`src/rtl/cache_replace_ctrl.sv`:
```
// Cache miss replacement controller for a 4-way tag store.
//
// Takes one miss at a time from the read/write pipeline. It picks a free way if one
// exists, otherwise the round-robin victim. A valid+dirty victim is written back first.
// Then the line is refilled and the new tag is written as valid and clean.
//
// Ports:
//   clk, rst            clock, asynchronous active-high reset
//   miss_*              miss request from the pipeline (valid/ready, index, tag)
//   done, done_way      one-cycle completion pulse and the way that was installed
//   sel                 tag-store ownership select (1 while a miss is being handled)
//   ri_read*            tag-store lookup: index, way select, tag word, free-way info
//   ri_write*           tag-store tag write strobe, index, way and data
//   wb_*                writeback request/ack and victim line identity
//   rf_*                refill request/ack and new line identity
module cache_replace_ctrl #(
    parameter int unsigned ADDR_WIDTH     = 8,
    parameter int unsigned TAG_ADDR_WIDTH = 8
) (
    input  logic                      clk,
    input  logic                      rst,
    input  logic                      miss_valid,
    input  logic [ADDR_WIDTH-1:0]     miss_index,
    input  logic [TAG_ADDR_WIDTH-1:0] miss_tag,
    output logic                      miss_ready,
    output logic                      done,
    output logic [1:0]                done_way,
    output logic                      sel,
    output logic [ADDR_WIDTH-1:0]     ri_readAddress,
    output logic [1:0]                ri_readChannel,
    input  logic [31:0]               ri_readData,
    input  logic                      ri_isHaveFreeBlock,
    input  logic [1:0]                ri_freeBlockNum,
    output logic [ADDR_WIDTH-1:0]     ri_writeAddress,
    output logic [1:0]                ri_writeChannel,
    output logic                      ri_writeEnable,
    output logic [31:0]               ri_writeData,
    output logic                      wb_req,
    input  logic                      wb_ack,
    output logic [ADDR_WIDTH-1:0]     wb_index,
    output logic [TAG_ADDR_WIDTH-1:0] wb_tag,
    output logic [1:0]                wb_way,
    output logic                      rf_req,
    input  logic                      rf_ack,
    output logic [ADDR_WIDTH-1:0]     rf_index,
    output logic [TAG_ADDR_WIDTH-1:0] rf_tag,
    output logic [1:0]                rf_way
);

    typedef enum logic [2:0] {
        StIdle,
        StLookup,
        StChoose,
        StCheck,
        StWb,
        StRefill,
        StTagWr,
        StDone
    } state_e;

    state_e                    state_q, state_d;
    logic [ADDR_WIDTH-1:0]     index_q, index_d;
    logic [TAG_ADDR_WIDTH-1:0] tag_q, tag_d;
    logic [TAG_ADDR_WIDTH-1:0] wb_tag_q, wb_tag_d;
    logic [1:0]                way_q, way_d;
    logic [1:0]                rr_q, rr_d;

    // Only the valid/dirty bits and the tag field of the read word are meaningful.
    logic unused_read_bits;
    assign unused_read_bits = ^ri_readData;

    always_ff @(posedge clk or posedge rst) begin
        if (rst) begin
            state_q  <= StIdle;
            index_q  <= '0;
            tag_q    <= '0;
            wb_tag_q <= '0;
            way_q    <= '0;
            rr_q     <= '0;
        end else begin
            state_q  <= state_d;
            index_q  <= index_d;
            tag_q    <= tag_d;
            wb_tag_q <= wb_tag_d;
            way_q    <= way_d;
            rr_q     <= rr_d;
        end
    end

    always_comb begin
        state_d         = state_q;
        index_d         = index_q;
        tag_d           = tag_q;
        wb_tag_d        = wb_tag_q;
        way_d           = way_q;
        rr_d            = rr_q;
        miss_ready      = 1'b0;
        done            = 1'b0;
        done_way        = '0;
        sel             = 1'b0;
        ri_readAddress  = '0;
        ri_readChannel  = '0;
        ri_writeAddress = '0;
        ri_writeChannel = '0;
        ri_writeEnable  = 1'b0;
        ri_writeData    = '0;
        wb_req          = 1'b0;
        wb_index        = '0;
        wb_tag          = '0;
        wb_way          = '0;
        rf_req          = 1'b0;
        rf_index        = '0;
        rf_tag          = '0;
        rf_way          = '0;

        // The tag store belongs to this block from LOOKUP through TAGWR. The read index
        // stays on the miss set for that whole span.
        if (state_q != StIdle && state_q != StDone) begin
            sel            = 1'b1;
            ri_readAddress = index_q;
        end

        unique case (state_q)
            StIdle: begin
                miss_ready = 1'b1;
                if (miss_valid) begin
                    index_d = miss_index;
                    tag_d   = miss_tag;
                    state_d = StLookup;
                end
            end
            StLookup: begin
                state_d = StChoose;
            end
            StChoose: begin
                // A free way costs nothing to replace, so the round-robin pointer only
                // advances when a valid line has to be evicted.
                if (ri_isHaveFreeBlock) begin
                    way_d = ri_freeBlockNum;
                end else begin
                    way_d = rr_q;
                    rr_d  = rr_q + 2'd1;
                end
                state_d = StCheck;
            end
            StCheck: begin
                ri_readChannel = way_q;
                if (ri_readData[TAG_ADDR_WIDTH] && ri_readData[TAG_ADDR_WIDTH+1]) begin
                    wb_tag_d = ri_readData[TAG_ADDR_WIDTH-1:0];
                    state_d  = StWb;
                end else begin
                    state_d = StRefill;
                end
            end
            StWb: begin
                wb_req   = 1'b1;
                wb_index = index_q;
                wb_tag   = wb_tag_q;
                wb_way   = way_q;
                if (wb_ack) begin
                    state_d = StRefill;
                end
            end
            StRefill: begin
                rf_req   = 1'b1;
                rf_index = index_q;
                rf_tag   = tag_q;
                rf_way   = way_q;
                if (rf_ack) begin
                    state_d = StTagWr;
                end
            end
            StTagWr: begin
                ri_writeEnable                      = 1'b1;
                ri_writeAddress                     = index_q;
                ri_writeChannel                     = way_q;
                ri_writeData[TAG_ADDR_WIDTH-1:0]    = tag_q;
                ri_writeData[TAG_ADDR_WIDTH]        = 1'b1;
                state_d                             = StDone;
            end
            StDone: begin
                done     = 1'b1;
                done_way = way_q;
                state_d  = StIdle;
            end
        endcase
    end

endmodule

```
`config.mk`:
```
export PLATFORM = sky130hd
export DESIGN_NAME = cache_replace_ctrl
export DESIGN_NICKNAME = d
export VERILOG_FILES = /design/src/rtl/cache_replace_ctrl.sv
export SDC_FILE = /design/constraint.sdc
export NUM_CORES = 1
export LEC_CHECK = 0
export ABC_CLOCK_PERIOD_IN_PS = 1690
export CORE_MARGIN = 8
export CORE_UTILIZATION = 31
export CTS_CLUSTER_SIZE = 16
export DETAILED_ROUTE_END_ITERATION = 10
export PLACE_DENSITY = 0.86
export SETUP_SLACK_MARGIN = 0.05
export SLEW_MARGIN = 15
export SYNTH_ARGS = -nofsm -noshare
export SYNTH_HDL_FRONTEND = slang
export SYNTH_SLANG_ARGS = --single-unit
```
`constraint.sdc`:
```
create_clock -name clk -period 1.69 [get_ports clk]
set_input_delay 0.507 -clock clk [delete_from_list [all_inputs] [get_ports clk]]
set_output_delay 0.507 -clock clk [all_outputs]
set_load 0.01 [all_outputs]
```
* After elaboration in Yosys (flattened, before gate mapping)
Index checks and enable logic that the tools add are counted.
Cells by class: muxes and demuxes 24, add/subtract/negate cells 1, equality and inequality tests 11, bitwise gates (word level) 1, reduce and logical (&&, ||, !) cells 8
Operators by type and width (number):
- 8-bit 2-to-1 mux | 6
- 3-bit one-hot mux with 8 select lines | 1
- 3-bit equality test, second input constant | 4
- 2-bit 2-to-1 mux | 6
- 3-bit 2-to-1 mux | 3
- 9-bit 2-to-1 mux | 1
- 1-bit 2-to-1 mux | 7
- 3-bit by 2-bit equality test with 1-bit output, second input constant | 2
- 2-bit != test, second input constant | 3
- 2-bit AND reduction | 3
- 3-bit by 1-bit equality test with 1-bit output, second input constant | 1
- 3-bit logical NOT | 1
- 3-bit != test, second input constant | 1
- 3-bit AND reduction | 1
- 3-bit nonzero test | 1
- 2-bit by 1-bit adder with 2-bit output, second input constant | 1
- 1-bit logical AND | 2
- 1-bit NOT | 1
Storage, ports and cells: bits of input ports 56, output and inout bits 96, bits in registers 31, word-level logic and storage cells 51

* Depth between registers and ports, before layout
Gate-level depths: netlist of the first run.
depth after elaboration 3, mapped depth 7, gate-level depth less buffers 6

* Worst setup path before layout of the first run
OpenSTA, ideal clock, no wires.
path type reg2out, start point register state_q[0], end point output wb_index[0], stages on the path, launching flop included 6, path slack -157 ps, data arrival time 1340 ps, path buffers 2, path through dfrtp_1 -> inv_1 -> ha_1 -> clkbuf_1 -> clkbuf_1 -> and3_1
Between the ends: word-level cells in the longest chain between the ends 2
Ends and longest elaborated chain:
- from (decl) | RTL line 61 | state_e state_q, state_d;
- from (signal assigned) | RTL line 74 | state_q <= StIdle;
- from (signal assigned) | RTL line 81 | state_q <= state_d;
- 3-bit equality test | RTL line 123 | unique case (state_q)
- 8-bit 2-to-1 mux | RTL line 123
- to (decl) | RTL line 40 | output logic [ADDR_WIDTH-1:0] wb_index,
Every way passes these cells.

* Worst setup path in the final report of the first run
start point register state_q[1], end point output ri_readAddress[6]
Between the ends: word-level cells in the longest chain between the ends 3, elaborated cells on any way between the ends 4, classes of those cells eq/ne: 1; mux: 1; reduce/logical: 2
Ends and longest elaborated chain:
- 3-bit != test / 3-bit nonzero test (equally long branches) | RTL line 118 | if (state_q != StIdle && state_q != StDone) begin
- 1-bit logical AND * | RTL line 118
- 8-bit 2-to-1 mux * | RTL line 118
- to (decl) | RTL line 29 | output logic [ADDR_WIDTH-1:0] ri_readAddress,
Every way passes the cells marked *; elsewhere a longest branch is shown, timed or not.

==> reports/metrics.yaml, run 1 <==
path_buf_inv: 4
hold_path_end: "rr_q[1]$_DFFE_PP0P_"
violations: "negative setup slack"
synth_compound_area_share_pct: 3.04
routedWlPerCell_um: 19.1
reg2reg_to: "state_q[0]$_DFFE_PP0P_"
clk_pin_slew_ps: 70
worst_ir_drop_vdd_mv: 1.19
finalCritPeriodShare_pct: 123
synth_seq_cells: 31
status: "complete, but fails checks"
fp.dieArea_um2: 9500
drc: 0
cts_inserted_buffers: 5
netlist.area_leader.share_pct: 37.7
r2r_cells: 10
path_class: "register to output pin"
cts_buffer_depth: 2
ys.flop_type: "dfrtp_1"
syn_area_per_cell_um2: 10.2
slew_viol_final: 0
start_util_pct: 32.2
cp_max_fo: 4
worst-r2r-setup-slack_ps: -150
min-delay-start: "rr_q[1]$_DFFE_PP0P_"
synth.area.mux_share_pct: 17.0
grt_pass1_vias: 2203
die_w_um: 97.5
cp-start-kind: "register"
grt_pass1_wl_mm: 12.0
synth_area_leaders: "dfrtp_1 (38%), and3_1 (17%), buf_4 (9.1%)"
critPathTopFamily: "flip-flops"
critical_path.max_stage_delay_ps: 400
hold_path.class: "register to register"
cp_slowest_cell: "dfrtp_1"
synth_top_family_by_area: "simple AND/OR/NAND/NOR gates"
drt_iter0_drc: 76
drive_above_1_share_pct: 55.5
routabilityCongestion: 0.757
path_cells: "inv_2 > ha_4 > inv_4 > nor2_4 > buf_6 > nor2_4 > and2_4 > buf_6"
num_vias: 1961
p_leak_nw: 1.95
synthAdderAreaFrac_pct: 2.43
root_buffer: "clkbuf_8"
r2r_start: "state_q[1]$_DFFE_PP0P_"
grt_max_degree: 33
fin_skew_ps: 4.75
first_pass_iters: 4
syn-cell-area_um2: 2060
gr-total-overflow: 0
synth_cells: 201
yosysTopAreaCell: "dfrtp_1"
synth_edf_count: 0
num_antenna_cells: 0
clk_latency_ps: 280
power_density_nw_per_um2: 1770
setup-tns-final_ps: -23800
yosysWarnings: 0
ios: 152
whs_ps: 473
end_kind: "output pin"
hold_viol: 0
ant_nets: 0
grt_use_total_pct: 15.3
cp.required_ps: 1180
finalWorstSetupSlack_ps: -395
synth_xor_area_share_pct: 0.851
nNetsFinal: 394
htree_levels: 2
holdBufCountCts: 0
core_um2: 6390
synth_seq_area_share_pct: 37.7
syn_to_final_growth_pct: 78.4
ys_types: 31
async_flop_share_pct: 100
rows: 29
cp_data_arrival_time_ps: 1580
final_cells: 412
fin_crit_ps: 2090
via_per_inst: 4.76
totalWireLength_mm: 7.88
drv_cap: 0
synthSimpleGateAreaFrac_pct: 26.1
rsz0062_at_grt: "yes"
numPortBuffers: 106
max_freq_ghz: 0.480
cts_sinks: 31
dp_hpwl_mm: 5.27
dp.cells: 390
antenna_found_initial: 0
min_path_cells: 1
die_y_um: 97.5
setup_viol: 78
cts_tree: "yes"
## cell usage in the layout, fill, tap and decap left out, types with 3 or more instances in the layout
cell / instances
and3_1: 41
buf_6: 39
buf_2: 34
clkdlybuf4s50_1: 33
dfrtp_1: 30
conb_1: 23
mux2_4: 18
buf_4: 16
and3_4: 15
and2_4: 13
clkdlybuf4s15_2: 9
mux2_2: 7
clkbuf_8: 7
nand2_1: 4
nor2_4: 3
inv_2: 3
mux2i_1: 3
ha_4: 3
buf_12: 3
## report_power, final
part	leakage [nW]	total, mW	switching, mW	internal (mW)
logic	1.52	4.39	1.86	2.53
registers	0.372	1.47	0.346	1.12
clock network	0.0515	0.662	0.290	0.372
## cell families (layout without fill, tap and decap cells)
kind of cell	count (synthesis)	after routing
adders and majority gates	4	4
muxes	28	28
and+or+nand+nor	85	87
xor gates and xnor gates	2	2
other	1	23
AOI/OAI and AO/OA	7	7
buffers and inverters	43	153
DFF	31	31
## Yosys cell counts (2+ instances only)
library cell   n
a21oi_1        2
ha_1           4
nor2_1         3
mux2_2        14
o21ai_0        2
nand2_1        4
mux2_4        10
nand2b_1       2
inv_1          4
and3_1        56
dfrtp_1       31
and2_1        13
clkbuf_1      12
buf_4         25
mux2i_1        3
## what timing repair did
item                                    4_1_cts  5_1_grt
endpoints found under the setup margin      100      100
buffers inserted                             10        3
pin swaps                                    11        8
resized for setup                           334       34
gates cloned                                  3        3
## worst register-to-register path, cell delays in order, from the launching register on
cell     delay, ps
dfrtp_1        400
inv_2           80
buf_4          140
ha_4           200
buf_6          130
buf_4          130
inv_2           50
o22ai_2         80
a21oi_2        200
buf_4          150
mux2i_1        210
## layer usage
layer	wire length (µm)	vias to the layer above	GRT usage (%)
li1	-	906	-
met1	3060	960	16.2
met2	3960	83	26.4
met3	770	12	8.04
met4	97	0	3.03
met5	0	-	0
## final cells by class
cell class	count	area (µm²)
fillers	499	2720
multi-input cells	151	1340
repair buffers	140	1340
flip-flops and latches	31	777
clock buffers	8	100
well taps	77	96.3
inverters	5	21.3
## metrics by stage
stage	setup WS, ps	area, µm²	power, mW	utilization (%)
4_1_cts	-376	3450	6.10	54.0
3_3_place_gp	-496	3290	4.88	51.6
5_1_grt	-445	3670	6.86	57.5
6_report	-395	3670	6.52	57.5
3_5_place_dp	-536	3290	5.00	51.6
2_1_floorplan	18.2	2210	3.31	-
## state kept, by name, indices dropped and copies added (netlist names)
register and count:
index_q 8, rr_q 2, state_q 3, tag_q 8, way_q 2, wb_tag_q 8
## how the worst max path moves through the flow
stage | from | to | slack (ps) | depth (start not counted)
after detailed placement | state_q[0]$_DFFE_PP0P_ | ri_writeData[4] | -540 | 4
after global routing | state_q[1]$_DFFE_PP0P_ | ri_readAddress[6] | -450 | 8
after global placement | state_q[0]$_DFFE_PP0P_ | ri_readAddress[7] | -500 | 7
after CTS | state_q[1]$_DFFE_PP0P_ | ri_readAddress[2] | -380 | 8
final | state_q[1]$_DFFE_PP0P_ | ri_readAddress[6] | -400 | 8
after floorplan | state_q[0]$_DFFE_PP0P_ | ri_readAddress[1] | 20 | 6
Power figures use the tool's default switching activity.
==> run 2, diff against run 1 <==
--- a/config.mk
+++ b/config.mk
@@ -11,7 +11,7 @@
 export CTS_CLUSTER_SIZE = 16
 export DETAILED_ROUTE_END_ITERATION = 10
 export PLACE_DENSITY = 0.86
-export SETUP_SLACK_MARGIN = 0.05
+export SETUP_SLACK_MARGIN = 0.5
 export SLEW_MARGIN = 15
 export SYNTH_ARGS = -nofsm -noshare
 export SYNTH_HDL_FRONTEND = slang
==> constraint.sdc (replaced) <==
create_clock -name clk -period 1.69 [get_ports clk]
set_input_delay 0.507 -clock clk [delete_from_list [all_inputs] [get_ports clk]]
set_output_delay 0.507 -clock clk [all_outputs]
set_load 0.005 [all_outputs]
==> run 2 against run 1 <==
Compared with the run above:
- the flow still finishes with violations (negative setup slack)
- global-route usage is 0.60 points higher
- sequential cell count stayed put
- maximum frequency is 4.9% lower
- hold slack better by 28 ps
- sequential share of layout area is 1.8 points lower
- via count is 4.1% higher
- clock skew hardly changed
- largest power group unchanged
==> reports/metrics.yaml, run 2 (same netlist as run 1, synthesis figures left out) <==
grt_max_degree: 35  # +6.1%
biggestRegsByFlops: "index_q (8), tag_q (8), wb_tag_q (8)"
max_freq_ghz: 0.456  # -4.9%
critical_path.max_stage_delay_ps: 400  # about the same
num_antenna_cells: 0  # unchanged
comb_power_share_pct: 66.5  # -0.8 points
p_seq_share_pct: 22.1  # -0.4 points
fillCellCount: 531  # +6.4%
routabilityCongestion: 0.740  # -2.2%
core_um2: 6390  # unchanged
via_per_inst: 4.72  # -0.74%
power_mw: 6.75  # +3.6%
syn_to_final_growth_pct: 95.0
end_kind: "output pin"
antenna_found_initial: 0  # unchanged
fin_crit_ps: 2190  # +108 ps
cts_sinks: 31  # unchanged
hold_viol: 0  # unchanged
path_class: "register to output pin"
path_buf_inv: 6  # +2
netSwitchingFraction_pct: 35.5  # -2.8 points
grt_use_total_pct: 15.9  # +0.60 points
num_vias: 2041  # +4.1%
power_frac_clock_pct: 11.4  # +1.2 points
first_pass_iters: 4  # unchanged
cts_inserted_buffers: 5  # unchanged
grt_pass1_wl_mm: 12.2  # +2.5%
drive_above_1_share_pct: 60.0  # +4.5 points
numPortBuffers: 106  # unchanged
final_common_cell: "buf_6"
totalWireLength_mm: 7.99  # +1.4%
clk_pin_slew_ps: 70  # about the same
setup-tns-final_ps: -32780  # -8980 ps
ios: 152  # unchanged
grt_pass1_vias: 2254  # +2.3%
fin_skew_ps: 4.52  # -0.224 ps
clk_latency_ps: 280  # about the same
hold_path.class: "register to register"
place_ws_ps: -425  # +111 ps
status: "complete, but fails checks"
cp_max_fo: 4  # unchanged
die_y_um: 97.5  # unchanged
cp-start-kind: "register"
die_w_um: 97.5  # unchanged
finalCritPeriodShare_pct: 130  # +6.4 points
p_leak_nw: 2.06  # +5.9%
p_int_mw: 4.36  # +8.2%
cp_slowest_cell: "dfrtp_1"
holdBufCountCts: 0  # unchanged
critPathTopFamily: "buffers and inverters"
rsz0062_at_grt: "yes"
finalWorstSetupSlack_ps: -503  # -108 ps
switchingPower_mw: 2.40  # -3.8%
root_buffer: "clkbuf_8"
rows: 29  # unchanged
setup_viol: 104  # +33%
drt_iter0_drc: 40  # -47%
path_cells: "inv_2 > buf_4 > buf_6 > ha_4 > buf_6 > buf_16 > and3_4 > buf_6"
dp_hpwl_mm: 5.05  # -4.2%
cp.required_ps: 1180  # about the same
slew_viol_final: 0  # unchanged
drc: 0  # unchanged
violations: "negative setup slack"
start_util_pct: 32.2  # unchanged
layout_common_cells: "buf_6 (57), clkdlybuf4s50_1 (32), and3_1 (30), dfrtp_1 (30), and3_4 (26)"
nNetsFinal: 414  # +5.1%
routedWlPerCell_um: 18.5  # -3.3%
htree_levels: 2  # unchanged
gr-total-overflow: 0  # unchanged
cpMostUsedCell: "buf_6"
cts_tree: "yes"
cp_data_arrival_time_ps: 1690  # +110 ps
drv_cap: 0  # unchanged
ant_nets: 0  # unchanged
fp.dieArea_um2: 9500  # unchanged
power_density_nw_per_um2: 1680  # -5.2%
worst_ir_drop_vdd_mv: 1.09  # -8.0%
cts_buffer_depth: 2  # unchanged
[run 2: changes by cell type in the layout (fill, tap and decap cells not counted), moves of 3 or more]
cell	before	now
and2_1	1	4
and2_4	13	10
and3_1	41	30
and3_4	15	26
buf_2	34	13
buf_4	16	25
buf_6	39	57
clkbuf_2	0	10
dlygate4sd2_1	1	7
[run 2: power by group through the flow]
stage	clock network, mW	logic, mW	registers [mW]
global placement	0	3.19	1.42
floorplan	0	1.78	1.35
detailed placement	0	3.28	1.44
CTS	0.790	4.10	1.46
global route	0.820	4.78	1.54
finish	0.767	4.49	1.50
[run 2: what timing repair did]
item                       CTS  global route
pin swaps                   24            10
buffers inserted            27             6
resized for setup          326            49
cloned                       3             0
setup endpoints to repair  104           104
[run 2: final cells by class]
class	count	area [µm²]	share of cell area (%)
clock buffers	6	82.6	2.06
clock inverters	2	35.0	0.873
inverters	5	21.3	0.530
multi-input cells	151	1440	35.8
flip-flops and latches	31	777	19.4
well taps	77	96.3	2.40
repair buffers	160	1570	39.0
[run 2: metal layers]
| metal | GRT usage [%] | share of wire, % |
|---|---|---|
| met5 | 0 | 0 |
| met4 | 3.38 | 1.2 |
| met3 | 7.82 | 9.6 |
| met2 | 27.9 | 49 |
| met1 | 16.7 | 40 |
[run 2: worst paths after layout]
path	start	end	slack (ps)	cells past startpoint
min in group asynchronous	rst	tag_q[3]$_DFFE_PP0P_	580	3
worst max register to register	state_q[0]$_DFFE_PP0P_	state_q[1]$_DFFE_PP0P_	-240	11
max in group asynchronous	rst	state_q[2]$_DFFE_PP0P_	920	3
worst min register to register	rr_q[1]$_DFFE_PP0P_	rr_q[1]$_DFFE_PP0P_	500	1
worst max-delay path	state_q[0]$_DFFE_PP0P_	ri_writeAddress[2]	-500	8
worst min-delay path	rr_q[1]$_DFFE_PP0P_	rr_q[1]$_DFFE_PP0P_	500	1
[run 2: per-stage QoR]
stage               hold WS, ps  cell area, µm²  util (%)  std cells
global placement            467            3300      51.7        388
detailed placement          486            3300      51.7        388
CTS                         508            3830      60.0        426
finish                      501            4010      62.9        432
floorplan                   444            2250         -        223
global route                529            4010      62.9        432
